`config.mk`:
```
export PLATFORM = sky130hd
export DESIGN_NAME = multicycle_controller
export DESIGN_NICKNAME = d
export VERILOG_FILES = /design/src/rtl/impostor_pkg.sv /design/src/rtl/mem_wait_timer.sv /design/src/rtl/multicycle_controller.sv
export SDC_FILE = /design/constraint.sdc
export NUM_CORES = 1
export LEC_CHECK = 0
export ABC_CLOCK_PERIOD_IN_PS = 2700
export BUFFER_PORTS_ARGS = -buffer_cell sky130_fd_sc_hd__buf_4
export CAP_MARGIN = 20
export CORE_MARGIN = 2
export CORE_UTILIZATION = 50
export DETAILED_ROUTE_END_ITERATION = 10
export PLACE_DENSITY = 0.77
export SLEW_MARGIN = 0
export SYNTH_ARGS = -nofsm -noshare
export SYNTH_HDL_FRONTEND = slang
export SYNTH_SLANG_ARGS = --single-unit
```
`constraint.sdc`:
```
create_clock -name clk -period 2.7 [get_ports clk]
set_input_delay 0.81 -clock clk [delete_from_list [all_inputs] [get_ports clk]]
set_output_delay 0.81 -clock clk [all_outputs]
set_load 0.02 [all_outputs]
```
`src/rtl/impostor_pkg.sv`:
```
// Shared types and encodings for the impostor_32 multi-cycle control path.
package impostor_pkg;

  typedef enum logic [2:0] {FETCH, DECODE, EXEC, MEM, WB, TRAP} state_t;

  localparam logic [6:0] OP_R      = 7'b0110011;
  localparam logic [6:0] OP_I      = 7'b0010011;
  localparam logic [6:0] OP_LOAD   = 7'b0000011;
  localparam logic [6:0] OP_STORE  = 7'b0100011;
  localparam logic [6:0] OP_BRANCH = 7'b1100011;
  localparam logic [6:0] OP_JAL    = 7'b1101111;
  localparam logic [6:0] OP_JALR   = 7'b1100111;

  localparam logic [1:0] ALU_ADD   = 2'b00;
  localparam logic [1:0] ALU_BR    = 2'b01;
  localparam logic [1:0] ALU_RF    = 2'b10;
  localparam logic [1:0] ALU_IF    = 2'b11;

  localparam logic [1:0] PC_PLUS4  = 2'b00;
  localparam logic [1:0] PC_BRANCH = 2'b01;
  localparam logic [1:0] PC_ALU    = 2'b10;

  localparam logic [1:0] FC_NONE     = 2'b00;
  localparam logic [1:0] FC_ILLEGAL  = 2'b01;
  localparam logic [1:0] FC_FETCH_TO = 2'b10;
  localparam logic [1:0] FC_DATA_TO  = 2'b11;

  function automatic logic is_legal(input logic [6:0] op);
    return (op == OP_R) || (op == OP_I) || (op == OP_LOAD) || (op == OP_STORE) ||
           (op == OP_BRANCH) || (op == OP_JAL) || (op == OP_JALR);
  endfunction

  function automatic logic uses_imm(input logic [6:0] op);
    return (op == OP_I) || (op == OP_LOAD) || (op == OP_STORE) || (op == OP_JALR);
  endfunction

  function automatic logic [1:0] alu_op_for(input logic [6:0] op);
    case (op)
      OP_R:      return ALU_RF;
      OP_I:      return ALU_IF;
      OP_BRANCH: return ALU_BR;
      default:   return ALU_ADD;
    endcase
  endfunction

endpackage

```
`src/rtl/mem_wait_timer.sv`:
```
// Counts consecutive not-ready cycles of a memory access and flags the cycle
// in which the access must be abandoned.
module mem_wait_timer #(
  parameter int unsigned MEM_TIMEOUT = 16
) (
  input  logic clk,
  input  logic reset,
  input  logic active,
  input  logic ready,
  output logic expire
);

  localparam int unsigned W = $clog2(MEM_TIMEOUT);
  localparam logic [W-1:0] LIMIT = W'(MEM_TIMEOUT - 1);

  logic [W-1:0] wait_cnt;

  // Ready in the limit cycle completes the access, so it masks expiry.
  assign expire = active && !ready && (wait_cnt == LIMIT);

  always_ff @(posedge clk) begin
    if (reset || !active || ready || expire)
      wait_cnt <= '0;
    else
      wait_cnt <= wait_cnt + 1'b1;
  end

endmodule

```
`src/rtl/multicycle_controller.sv`:
```
// Multi-cycle sequencer for the impostor_32 RV32I datapath over a shared,
// variable-latency memory; traps on illegal opcodes and memory timeouts.
module multicycle_controller
  import impostor_pkg::*;
#(
  parameter int unsigned MEM_TIMEOUT = 16
) (
  input  logic       clk,
  input  logic       reset,
  input  logic [6:0] opcode,
  input  logic       zero,
  input  logic       mem_ready,
  output logic       mem_req,
  output logic       iord,
  output logic       mem_read,
  output logic       mem_write,
  output logic       ir_write,
  output logic       pc_write,
  output logic [1:0] pc_src,
  output logic       reg_write,
  output logic       mem_reg,
  output logic       J_type,
  output logic       ALUsrc,
  output logic [1:0] ALU_op,
  output logic       ALU_En,
  output logic       branch,
  output logic       instr_done,
  output logic       fault,
  output logic [1:0] fault_code
);

  state_t     state, state_next;
  logic [6:0] op_q;
  logic [1:0] fc_q, fc_next;
  logic       expire;

  mem_wait_timer #(.MEM_TIMEOUT(MEM_TIMEOUT)) u_timer (
    .clk    (clk),
    .reset  (reset),
    .active ((state == FETCH) || (state == MEM)),
    .ready  (mem_ready),
    .expire (expire)
  );

  always_ff @(posedge clk) begin
    if (reset) begin
      state <= FETCH;
      op_q  <= '0;
      fc_q  <= FC_NONE;
    end else begin
      state <= state_next;
      fc_q  <= fc_next;
      if (state == DECODE)
        op_q <= opcode;
    end
  end

  always_comb begin
    state_next = state;
    fc_next    = fc_q;
    mem_req    = 1'b0;
    iord       = 1'b0;
    mem_read   = 1'b0;
    mem_write  = 1'b0;
    ir_write   = 1'b0;
    pc_write   = 1'b0;
    pc_src     = PC_PLUS4;
    reg_write  = 1'b0;
    mem_reg    = 1'b0;
    J_type     = 1'b0;
    ALUsrc     = 1'b0;
    ALU_op     = ALU_ADD;
    ALU_En     = 1'b0;
    branch     = 1'b0;
    instr_done = 1'b0;
    fault      = 1'b0;
    fault_code = fc_q;

    case (state)
      FETCH: begin
        mem_req  = 1'b1;
        mem_read = 1'b1;
        if (mem_ready) begin
          ir_write   = 1'b1;
          state_next = DECODE;
        end else if (expire) begin
          state_next = TRAP;
          fc_next    = FC_FETCH_TO;
        end
      end
      DECODE: begin
        if (is_legal(opcode)) begin
          state_next = EXEC;
        end else begin
          state_next = TRAP;
          fc_next    = FC_ILLEGAL;
        end
      end
      EXEC: begin
        ALU_En = 1'b1;
        ALUsrc = uses_imm(op_q);
        ALU_op = alu_op_for(op_q);
        if (op_q == OP_BRANCH) begin
          branch     = 1'b1;
          pc_write   = 1'b1;
          pc_src     = zero ? PC_BRANCH : PC_PLUS4;
          instr_done = 1'b1;
          state_next = FETCH;
        end else if ((op_q == OP_LOAD) || (op_q == OP_STORE)) begin
          state_next = MEM;
        end else begin
          state_next = WB;
        end
      end
      MEM: begin
        // ALU stays enabled so the data address remains valid across wait cycles.
        ALU_En    = 1'b1;
        ALUsrc    = uses_imm(op_q);
        ALU_op    = alu_op_for(op_q);
        mem_req   = 1'b1;
        iord      = 1'b1;
        mem_read  = (op_q == OP_LOAD);
        mem_write = (op_q == OP_STORE);
        if (mem_ready) begin
          if (op_q == OP_STORE) begin
            pc_write   = 1'b1;
            instr_done = 1'b1;
            state_next = FETCH;
          end else begin
            state_next = WB;
          end
        end else if (expire) begin
          state_next = TRAP;
          fc_next    = FC_DATA_TO;
        end
      end
      WB: begin
        reg_write  = 1'b1;
        pc_write   = 1'b1;
        instr_done = 1'b1;
        mem_reg    = (op_q == OP_LOAD);
        state_next = FETCH;
        if (op_q == OP_JAL) begin
          J_type = 1'b1;
          pc_src = PC_BRANCH;
        end else if (op_q == OP_JALR) begin
          J_type = 1'b1;
          pc_src = PC_ALU;
        end
      end
      TRAP: begin
        fault = 1'b1;
      end
      default: begin
        state_next = FETCH;
      end
    endcase

    if (reset) begin
      mem_req    = 1'b0;
      iord       = 1'b0;
      mem_read   = 1'b0;
      mem_write  = 1'b0;
      ir_write   = 1'b0;
      pc_write   = 1'b0;
      pc_src     = PC_PLUS4;
      reg_write  = 1'b0;
      mem_reg    = 1'b0;
      J_type     = 1'b0;
      ALUsrc     = 1'b0;
      ALU_op     = ALU_ADD;
      ALU_En     = 1'b0;
      branch     = 1'b0;
      instr_done = 1'b0;
      fault      = 1'b0;
      fault_code = FC_NONE;
    end
  end

endmodule
```
==> metrics.cfg, run 1 <==
[job]
drv_cap=0

[place]
hpwl_um=1960
place_ws_ps=63.2
gp_congestion=0.841
portBuffers=30

[layout]
fin_nets=172
seqCellArea_um2=322
diodes=0
drive_gt1_frac=0.333
final_util=0.682
multiInputGateArea_um2=701
area_growth_pct=26.3
fill_cells=166

[route]
wire_per_inst_um=13.6
drcViolationCount=0
drt-pass1-iter-count=4
route.vias.total=1021
via_per_inst=5.49
antenna_left=0
drt_first_iter_violations=17
wl_um=2520

[die]
die_y_um=50.3
std_cell_rows=16
die_w_um=50.3
coreArea_mm2=0.00198
initial_core_util=0.540
fp.dieArea_mm2=0.00253
io_pins=31

[yosys]
ys_warn_count=0
synth.top_cells.by_area=dfxtp_1, nand2_1, nor2b_1, a21oi_1, nor2_1
syn_area_mm2=0.00107
syn_nets=143
synth_flop_cell=dfxtp_1
synth_edf_count=0
synthTopCellsByCount=nand2_1, dfxtp_1, nor2_1, a21oi_1, nor2b_1
avgSynthCellArea_um2=8.17
netlist_instances=131
synth-async-reset-ratio=0
synth.most_common_cell=nand2_1
ys_types=46
synth.top_cell.area_share=0.299
synth_area_leader_cell=dfxtp_1
ys_seq_elements=16
yosysSeqAreaShare=0.299

[cts]
clk_pin_slew_worst_paths_ps=90
holdBufCountCts=0
clkSinkCount=16
numCtsBuffers=3
clk_latency_ps=280
cts_tree=built
cts_root_buf=clkbuf_4
cts_resized=0
clock_path_buffers=2
postCtsSetupRepairBufs=0
h-tree-depth=1

[sta]
holdWs_ps=461
setup_viol=0
hold_viol_final=0
period_share=0.954
rsz0062_at_grt=false
tightest_slew_ps=560
fin_skew_ps=4.92
slew_viol_final=0
fmax_ghz=0.388
period_minus_slack_ps=2580
max_slew_margin=0.623
setup_slack_ps=124

[min_path]
hold_path_class=reg2reg
min_from=u_timer.wait_cnt[0]
hold_depth=1

[global_route]
grt_pass1_wl_um=4150
grt_pass1_vias=929
grt.total_usage=0.207
antenna_found_initial=0
grt_remaining_overflow=0
grt_max_degree=22

[pwr]
swShare=0.330
comb_power_share=0.299
p_per_area_mw_per_mm2=466
p_leak_uw=0.000555
p_int_uw=422
clockPowerShare=0.248
ir_worst_vdd_v=0.000377
power_frac_seq=0.453
switchingPower_uw=208

[setup_path]
cp-end-kind=primary output
critPathKind=reg2out
critPathMaxFanout=6
worstSetupStartpoint=op_q[3]
crit_required_ps=1890
critical_path_arrival_ps=1770
r2r-start=state[0]
cp-start-kind=flop
reg2reg_depth=4

[status]
status=finished, final reports clean

-- routing by layer --
| layer | GRT usage | wire length (um) | vias up |
|---|---|---|---|
| li1 | - | - | 525 |
| met1 | 0.272 | 1180 | 473 |
| met2 | 0.364 | 1230 | 21 |
| met3 | 0.0208 | 94 | 2 |
| met4 | 0.0463 | 14 | 0 |
| met5 | 0 | 0 | - |
-- critical path, cell delays in order (launching register included) --
cell	delay, ps
dfxtp_1	370
and4bb_2	380
nand2b_2	100
or3_1	350
a21boi_1	140
buf_4	160
-- per-stage QoR --
step	setup TNS [ps]	cells	total power [uW]	cell area, um2
after detailed placement	0	182	477	1310
after floorplan	-16.3	131	424	1080
after global routing	0	186	659	1350
after global placement	0	182	473	1310
final	0	186	630	1350
after CTS	0	186	629	1350
-- worst paths after layout --
kind / slack [ps] / to
worst min-delay path: 460 / u_timer.wait_cnt[0]
worst max-delay path: 120 / mem_read
worst min register to register: 460 / u_timer.wait_cnt[0]
worst max register to register: 1110 / fc_q[0]
-- cells in the final DEF (no fill, tap or decap), types with 3 or more instances in the layout --
cell	Yosys	routed
buf_4	1	32
dfxtp_1	16	15
nand2_1	18	18
a21oi_1	9	9
or3_1	4	4
clkbuf_4	0	3
inv_1	4	4
o32a_1	3	3
nor2_1	10	10
nor3b_1	3	3
nor3_1	4	3
nand3_1	6	6
nor4_1	3	3
nor2b_1	9	9
-- state kept, by name, summed over array words and instances, names as in the netlist --
name	flops
fc_q	2
u_timer.wait_cnt	4
op_q	7
state	3
-- final cells by class --
class                           count  area share
Clock buffer                        4      0.0269
Inverter                            5      0.0139
Multi-Input combinational cell    102       0.519
Sequential cell                    16       0.238
Tap cell                           27      0.0250
Timing Repair Buffer               32       0.178
-- logic make-up after synthesis --
| logic type | count (synthesis) | share of synthesized area |
|---|---|---|
| compound gates | 26 | 0.201 |
| xor+xnor | 3 | 0.0246 |
| fa+ha+maj | 1 | 0.0117 |
| buf+inv | 13 | 0.0585 |
| flops | 16 | 0.299 |
| simple gates | 72 | 0.405 |
-- power by group through the flow --
stage                     combinational (uW)  sequential (uW)  clock, uW
after CTS                                189              284        156
after global routing                     205              288        166
after floorplan                          150              274          0
final                                    188              285        156
after detailed placement                 187              290          0
after global placement                   184              288          0
(Power assumes the default switching activity.)
==> run 2, diff against run 1 <==
--- a/config.mk
+++ b/config.mk
@@ -8,6 +8,7 @@
 export ABC_CLOCK_PERIOD_IN_PS = 2700
 export BUFFER_PORTS_ARGS = -buffer_cell sky130_fd_sc_hd__buf_4
 export CAP_MARGIN = 20
+export CORE_ASPECT_RATIO = 0.9
 export CORE_MARGIN = 2
 export CORE_UTILIZATION = 50
 export DETAILED_ROUTE_END_ITERATION = 10
==> metrics.cfg, run 2 (synthesis gave the netlist of run 1 again) <==
[layout]
final_util=0.686  ; was 0.682
fill_cells=161  ; was 166
top_register=op_q  ; unchanged
fin_nets=172  ; unchanged
multiInputGateArea_um2=703  ; was 701 um2
layout_commonest_cell=buf_4  ; unchanged
diodes=0  ; unchanged
largest_reg_flops=7  ; unchanged
largestRegisters=op_q: 7 flops, u_timer.wait_cnt: 4 flops, state: 3 flops  ; unchanged
final_cell_mix=buf_4, nand2_1, dfxtp_1, nor2_1, a21oi_1  ; was buf_4, nand2_1, dfxtp_1, nor2_1
area_growth_pct=26.3  ; unchanged
drive_gt1_frac=0.340  ; was 0.333
seqCellArea_um2=322  ; unchanged

[route]
via_per_inst=5.76  ; was 5.49
wire_per_inst_um=13.8  ; was 13.6 um
antenna_left=0  ; unchanged
drcViolationCount=0  ; unchanged
drt_first_iter_violations=46  ; was 17
wl_um=2550  ; was 2520 um
route.vias.total=1059  ; was 1,021
drt-pass1-iter-count=4  ; unchanged

[die]
coreArea_mm2=0.00197  ; was 0.00198 mm2
die_y_um=47.9  ; was 50.3 um
initial_core_util=0.543  ; was 0.540
std_cell_rows=15  ; was 16
die_w_um=52.8  ; was 50.3 um
fp.dieArea_mm2=0.00253  ; about the same
io_pins=31  ; unchanged

[setup_path]
cp-start-kind=flop  ; unchanged
critPathKind=reg2out  ; unchanged
critPathMaxFanout=6  ; unchanged
cp-end-kind=primary output  ; unchanged
crit_required_ps=1890  ; about the same
cp_cell_sequence=and4bb_2 -> nand2b_2 -> or3_1 -> a21boi_1 -> buf_4  ; unchanged
max_stage_delay_ps=380  ; about the same
critical_path_arrival_ps=1780  ; was 1770 ps
slowest_stage=dfxtp_1  ; was and4bb_2

[pwr]
p_int_uw=422  ; about the same
ir_worst_vdd_v=0.000442  ; was 0.000377 V
p_leak_uw=0.000554  ; was 0.000555 uW
clockPowerShare=0.255  ; was 0.248
switchingPower_uw=215  ; was 208 uW
comb_power_share=0.296  ; was 0.299
swShare=0.337  ; was 0.330
p_per_area_mw_per_mm2=471  ; was 466 mW/mm2
power_frac_seq=0.449  ; was 0.453

[cts]
clkSinkCount=16  ; unchanged
clk_pin_slew_worst_paths_ps=90  ; about the same
cts_root_buf=clkbuf_4  ; unchanged
numCtsBuffers=3  ; unchanged
cts_tree=built  ; unchanged
h-tree-depth=1  ; unchanged
holdBufCountCts=0  ; unchanged
clock_path_buffers=2  ; unchanged
clk_latency_ps=290  ; was 280 ps
postCtsSetupRepairBufs=0  ; unchanged

[sta]
setup_slack_ps=108  ; was 124 ps
max_slew_margin=0.600  ; was 0.623
rsz0062_at_grt=false  ; unchanged
slew_viol_final=0  ; unchanged
fin_skew_ps=7.93  ; was 4.92 ps
tns_ps=0  ; unchanged
holdWs_ps=451  ; was 461 ps
fmax_ghz=0.386  ; was 0.388 GHz
period_share=0.960  ; was 0.954
setup_viol=0  ; unchanged
hold_viol_final=0  ; unchanged
period_minus_slack_ps=2590  ; was 2580 ps
tightest_slew_ps=594  ; was 560 ps

[global_route]
grt_pass1_vias=966  ; was 929
grt_max_degree=22  ; unchanged
antenna_found_initial=0  ; unchanged
grt_remaining_overflow=0  ; unchanged
grt.total_usage=0.225  ; was 0.207
grt_pass1_wl_um=4170  ; was 4150 um

[place]
gp_congestion=0.833  ; was 0.841
hpwl_um=1950  ; was 1960 um
portBuffers=30  ; unchanged
place_ws_ps=47.7  ; was 63.2 ps

[min_path]
hold_path_class=reg2reg  ; unchanged

[job]
drv_cap=0  ; unchanged

[status]
status=finished, final reports clean  ; unchanged

## run 2: per-stage QoR
| step | std cells | total power [uW] | area, um2 |
|---|---|---|---|
| finish | 184 | 637 | 1350 |
| global route | 184 | 668 | 1350 |
| CTS | 184 | 637 | 1350 |
| detailed placement | 180 | 478 | 1310 |
| global placement | 180 | 474 | 1310 |
| floorplan | 131 | 424 | 1080 |
## run 2: cell type report
type / count / share of cell area
sequential: 16 / 0.238
clock buffer: 4 / 0.0269
multi-input combinational: 102 / 0.520
inverter: 5 / 0.0139
timing repair buffer: 32 / 0.178
tap: 25 / 0.0231
## run 2: power by group through the flow
stage	combinational, uW	clock [uW]	sequential (uW)
after CTS	188	163	285
after global routing	205	173	289
after global placement	185	0	289
after detailed placement	187	0	291
after floorplan	150	0	274
final	189	162	286
## run 2: what timing repair did
item	in CTS	in global routing
hold endpoints to repair	0	0
endpoints found under the setup margin	0	3
gates resized for setup	0	2
## run 2: final timing paths
| kind | startpoint | endpoint | slack [ps] | cells after the start |
|---|---|---|---|---|
| max | op_q[3] | mem_read | 110 | 5 |
| min | u_timer.wait_cnt[0] | u_timer.wait_cnt[0] | 450 | 1 |
| max reg2reg | state[0] | state[2] | 1110 | 4 |
| min reg2reg | u_timer.wait_cnt[0] | u_timer.wait_cnt[0] | 450 | 1 |
## run 2: worst max-delay path: cells and delay by family, from the launching register on
family / cells / cell delay [ps]
and+or+nand+nor: 3 / 820
DFF: 1 / 380
buffers and inverters: 1 / 160
AOI/OAI and AO/OA: 1 / 140
## run 2: per-layer routing
layer  wire length (um)  global-route usage
met5                  0                   0
met4                 32              0.0821
met3                151              0.0375
met2               1160               0.378
met1               1210               0.296
==> run 3, diff against run 2 <==
--- a/config.mk
+++ b/config.mk
@@ -10,10 +10,11 @@
 export CAP_MARGIN = 20
 export CORE_ASPECT_RATIO = 0.9
 export CORE_MARGIN = 2
-export CORE_UTILIZATION = 50
+export CORE_UTILIZATION = 51
 export DETAILED_ROUTE_END_ITERATION = 10
-export PLACE_DENSITY = 0.77
+export PLACE_DENSITY = 0.78
 export SLEW_MARGIN = 0
 export SYNTH_ARGS = -nofsm -noshare
 export SYNTH_HDL_FRONTEND = slang
+export SYNTH_HIERARCHICAL = 1
 export SYNTH_SLANG_ARGS = --single-unit
==> metrics.cfg, run 3 <==
[layout]
area_growth_pct=26.4  ; was 26.3%
diodes=0  ; unchanged
fin_nets=187  ; was 172
top_register=op_q  ; unchanged
fin_area_mm2=0.00142  ; was 0.00135 mm2
final_util=0.669  ; was 0.686
layout_commonest_cell=buf_4  ; unchanged
final_cell_mix=buf_4, nor2_1, dfxtp_1, nand2_1, nand3_1  ; was buf_4, nand2_1, dfxtp_1, nor2_1, a21oi_1
fill_cells=187  ; was 161
drive_gt1_frac=0.316  ; was 0.340
largest_reg_flops=7  ; unchanged
largestRegisters=op_q: 7 flops, u_timer/wait_cnt: 4 flops, state: 3 flops  ; was op_q: 7 flops, u_timer.wait_cnt: 4 flops, state: 3 flops

[min_path]
min_to=u_timer/wait_cnt[0]  ; was u_timer.wait_cnt[0]
hold_depth=1  ; unchanged
min_from=u_timer/wait_cnt[0]  ; was u_timer.wait_cnt[0]
hold_path_class=reg2reg  ; unchanged

[sta]
fmax_ghz=0.379  ; was 0.386 GHz
fin_skew_ps=3.25  ; was 7.93 ps
period_minus_slack_ps=2640  ; was 2590 ps
rsz0062_at_grt=true  ; was false
period_share=0.977  ; was 0.960
setup_viol=0  ; unchanged
slew_viol_final=0  ; unchanged
max_slew_margin=0.634  ; was 0.600
tightest_slew_ps=546  ; was 594 ps
hold_viol_final=0  ; unchanged

[cts]
cts_root_buf=clkbuf_4  ; unchanged
clk_pin_slew_worst_paths_ps=100  ; was 90 ps
holdBufCountCts=0  ; unchanged
numCtsBuffers=3  ; unchanged
clk_latency_ps=290  ; about the same
clkSinkCount=16  ; unchanged
clock_path_buffers=2  ; unchanged
h-tree-depth=1  ; unchanged
cts_tree=built  ; unchanged

[global_route]
grt_remaining_overflow=0  ; unchanged
grt_pass1_vias=1091  ; was 966
antenna_found_initial=0  ; unchanged
grt_max_degree=14  ; was 22
grt.total_usage=0.242  ; was 0.225
grt_pass1_wl_um=4770  ; was 4170 um

[yosys]
synth-simple-area-share=0.391  ; was 0.405
synth_top_family_by_area=simple AND/OR/NAND/NOR gates  ; unchanged
synthTopCellsByCount=nor2_1, dfxtp_1, nand2_1, nand3_1, nor3_1  ; was nand2_1, dfxtp_1, nor2_1, a21oi_1, nor2b_1
yosysSeqAreaShare=0.285  ; was 0.299
synth_edf_count=0  ; unchanged
synth_compound_area_frac=0.144  ; was 0.201
synthAdderAreaFrac=0.0111  ; was 0.0117
yosys.area_share.xor_xnor=0.0156  ; was 0.0246
synth-async-reset-ratio=0  ; unchanged
avgSynthCellArea_um2=7.91  ; was 8.17 um2
synth.most_common_cell=nor2_1  ; was nand2_1
synth.top_cells.by_area=dfxtp_1, nor2_1, mux2i_1, buf_6, nand3_1  ; was dfxtp_1, nand2_1, nor2b_1, a21oi_1, nor2_1
synthMuxAreaShare=0.0635  ; was 0
syn_area_mm2=0.00112  ; was 0.00107 mm2
syn_nets=154  ; was 143
synth_area_leader_cell=dfxtp_1  ; unchanged
ys_warn_count=6  ; was 0
ys_seq_elements=16  ; unchanged
synth_flop_cell=dfxtp_1  ; unchanged
ys_types=44  ; was 46
netlist_instances=142  ; was 131
synth.top_cell.area_share=0.285  ; was 0.299

[pwr]
power_frac_seq=0.465  ; was 0.449
p_leak_uw=0.000597  ; was 0.000554 uW
clockPowerShare=0.263  ; was 0.255
switchingPower_uw=196  ; was 215 uW
comb_power_share=0.272  ; was 0.296
p_per_area_mw_per_mm2=430  ; was 471 mW/mm2
ir_worst_vdd_v=0.000377  ; was 0.000442 V
swShare=0.321  ; was 0.337
p_int_uw=414  ; was 422 uW

[status]
status=finished, final reports clean  ; unchanged

[die]
die_y_um=48.5  ; was 47.9 um
initial_core_util=0.529  ; was 0.543
io_pins=31  ; unchanged
die_w_um=53.5  ; was 52.8 um
std_cell_rows=16  ; was 15
fp.dieArea_mm2=0.00260  ; was 0.00253 mm2
coreArea_mm2=0.00212  ; was 0.00197 mm2

[route]
drt_first_iter_violations=37  ; was 46
wl_um=2820  ; was 2550 um
drcViolationCount=0  ; unchanged
wire_per_inst_um=14.0  ; was 13.8 um
drt-pass1-iter-count=4  ; unchanged
route.vias.total=1158  ; was 1,059
antenna_left=0  ; unchanged
via_per_inst=5.76  ; about the same

[job]
drv_cap=0  ; unchanged

[place]
gp_congestion=0.876  ; was 0.833
portBuffers=30  ; unchanged
hpwl_um=2100  ; was 1950 um
dpl_cell_area_mm2=0.00135  ; was 0.00131 mm2

[setup_path]
r2r_slack_ps=440  ; was 1110 ps
r2r-start=state[0]  ; unchanged
crit_required_ps=1890  ; about the same
cp-start-kind=flop  ; unchanged
critPathKind=reg2out  ; unchanged
timing.rr.end=fc_q[0]  ; was state[2]
critPathMaxFanout=5  ; was 6
critical_path_arrival_ps=1830  ; was 1780 ps
reg2reg_depth=7  ; was 4
cp-end-kind=primary output  ; unchanged

==> run 3: kinds of logic (layout without fill, tap and decap cells) <==
| group | count (synthesis) | after routing |
|---|---|---|
| AND/OR/NAND/NOR | 77 | 77 |
| XOR/XNOR | 2 | 2 |
| AO/OA/AOI/OAI | 24 | 24 |
| multiplexers | 7 | 7 |
| adder cells (fa/ha/maj) | 1 | 1 |
| flip-flops | 16 | 16 |
| buffers and inverters | 15 | 47 |
==> run 3: what timing repair did <==
| action | in CTS | in global routing |
|---|---|---|
| buffers inserted | 0 | 3 |
| setup endpoints to repair | 0 | 2 |
| gates resized for setup | 0 | 3 |
==> run 3: routing by layer <==
metal,GRT usage,vias up,part of all wire
li1,-,565,-
met3,0.0432,3,0.069
met1,0.335,542,0.44
met4,0.0684,0,0.0078
met5,0,-,0
met2,0.381,48,0.48
==> run 3: power groups by stage <==
stage	Clock, uW	Sequential (uW)	Combinational (uW)
after CTS	163	282	164
after floorplan	0	271	133
after detailed placement	0	288	163
final	161	284	166
after global routing	177	287	185
after global placement	0	287	160
==> run 3: layout make-up <==
class / instances / area [um2] / share of cell area
Tap cell: 27 / 33.8 / 0.0238
Sequential cell: 16 / 323 / 0.227
Timing Repair Buffer: 38 / 285 / 0.201
Clock buffer: 4 / 36.3 / 0.0256
Multi-Input combinational cell: 111 / 723 / 0.509
Inverter: 5 / 18.8 / 0.0132
==> run 3: worst max path at each step <==
stage	start	endpoint	cells past startpoint
after CTS	state[0]	pc_src[0]	5
after detailed placement	reset	ALU_op[1]	6
after global placement	reset	ALU_op[1]	6
final	op_q[3]	mem_read	5
after global routing	op_q[3]	mem_read	5
after floorplan	reset	ALU_op[1]	6
==> run 3: worst max-delay path, cell delays in order, from the launching register on <==
cell and delay (ps):
dfxtp_2 360, nand4bb_4 260, or3_4 370, o31a_1 260, nor3_2 120, buf_4 170
==> run 3: per-stage QoR <==
stage / TNS, ps / hold WS (ps) / setup WS [ps] / cells / power (uW)
finish: 0 / 461 / 61.3 / 201 / 611
global route: -27.8 / 508 / -27.8 / 201 / 649
CTS: 0 / 459 / 30.2 / 198 / 610
detailed placement: 0 / 445 / 123 / 194 / 451
global placement: 0 / 428 / 165 / 194 / 447
floorplan: -176 / 418 / -56.2 / 142 / 404
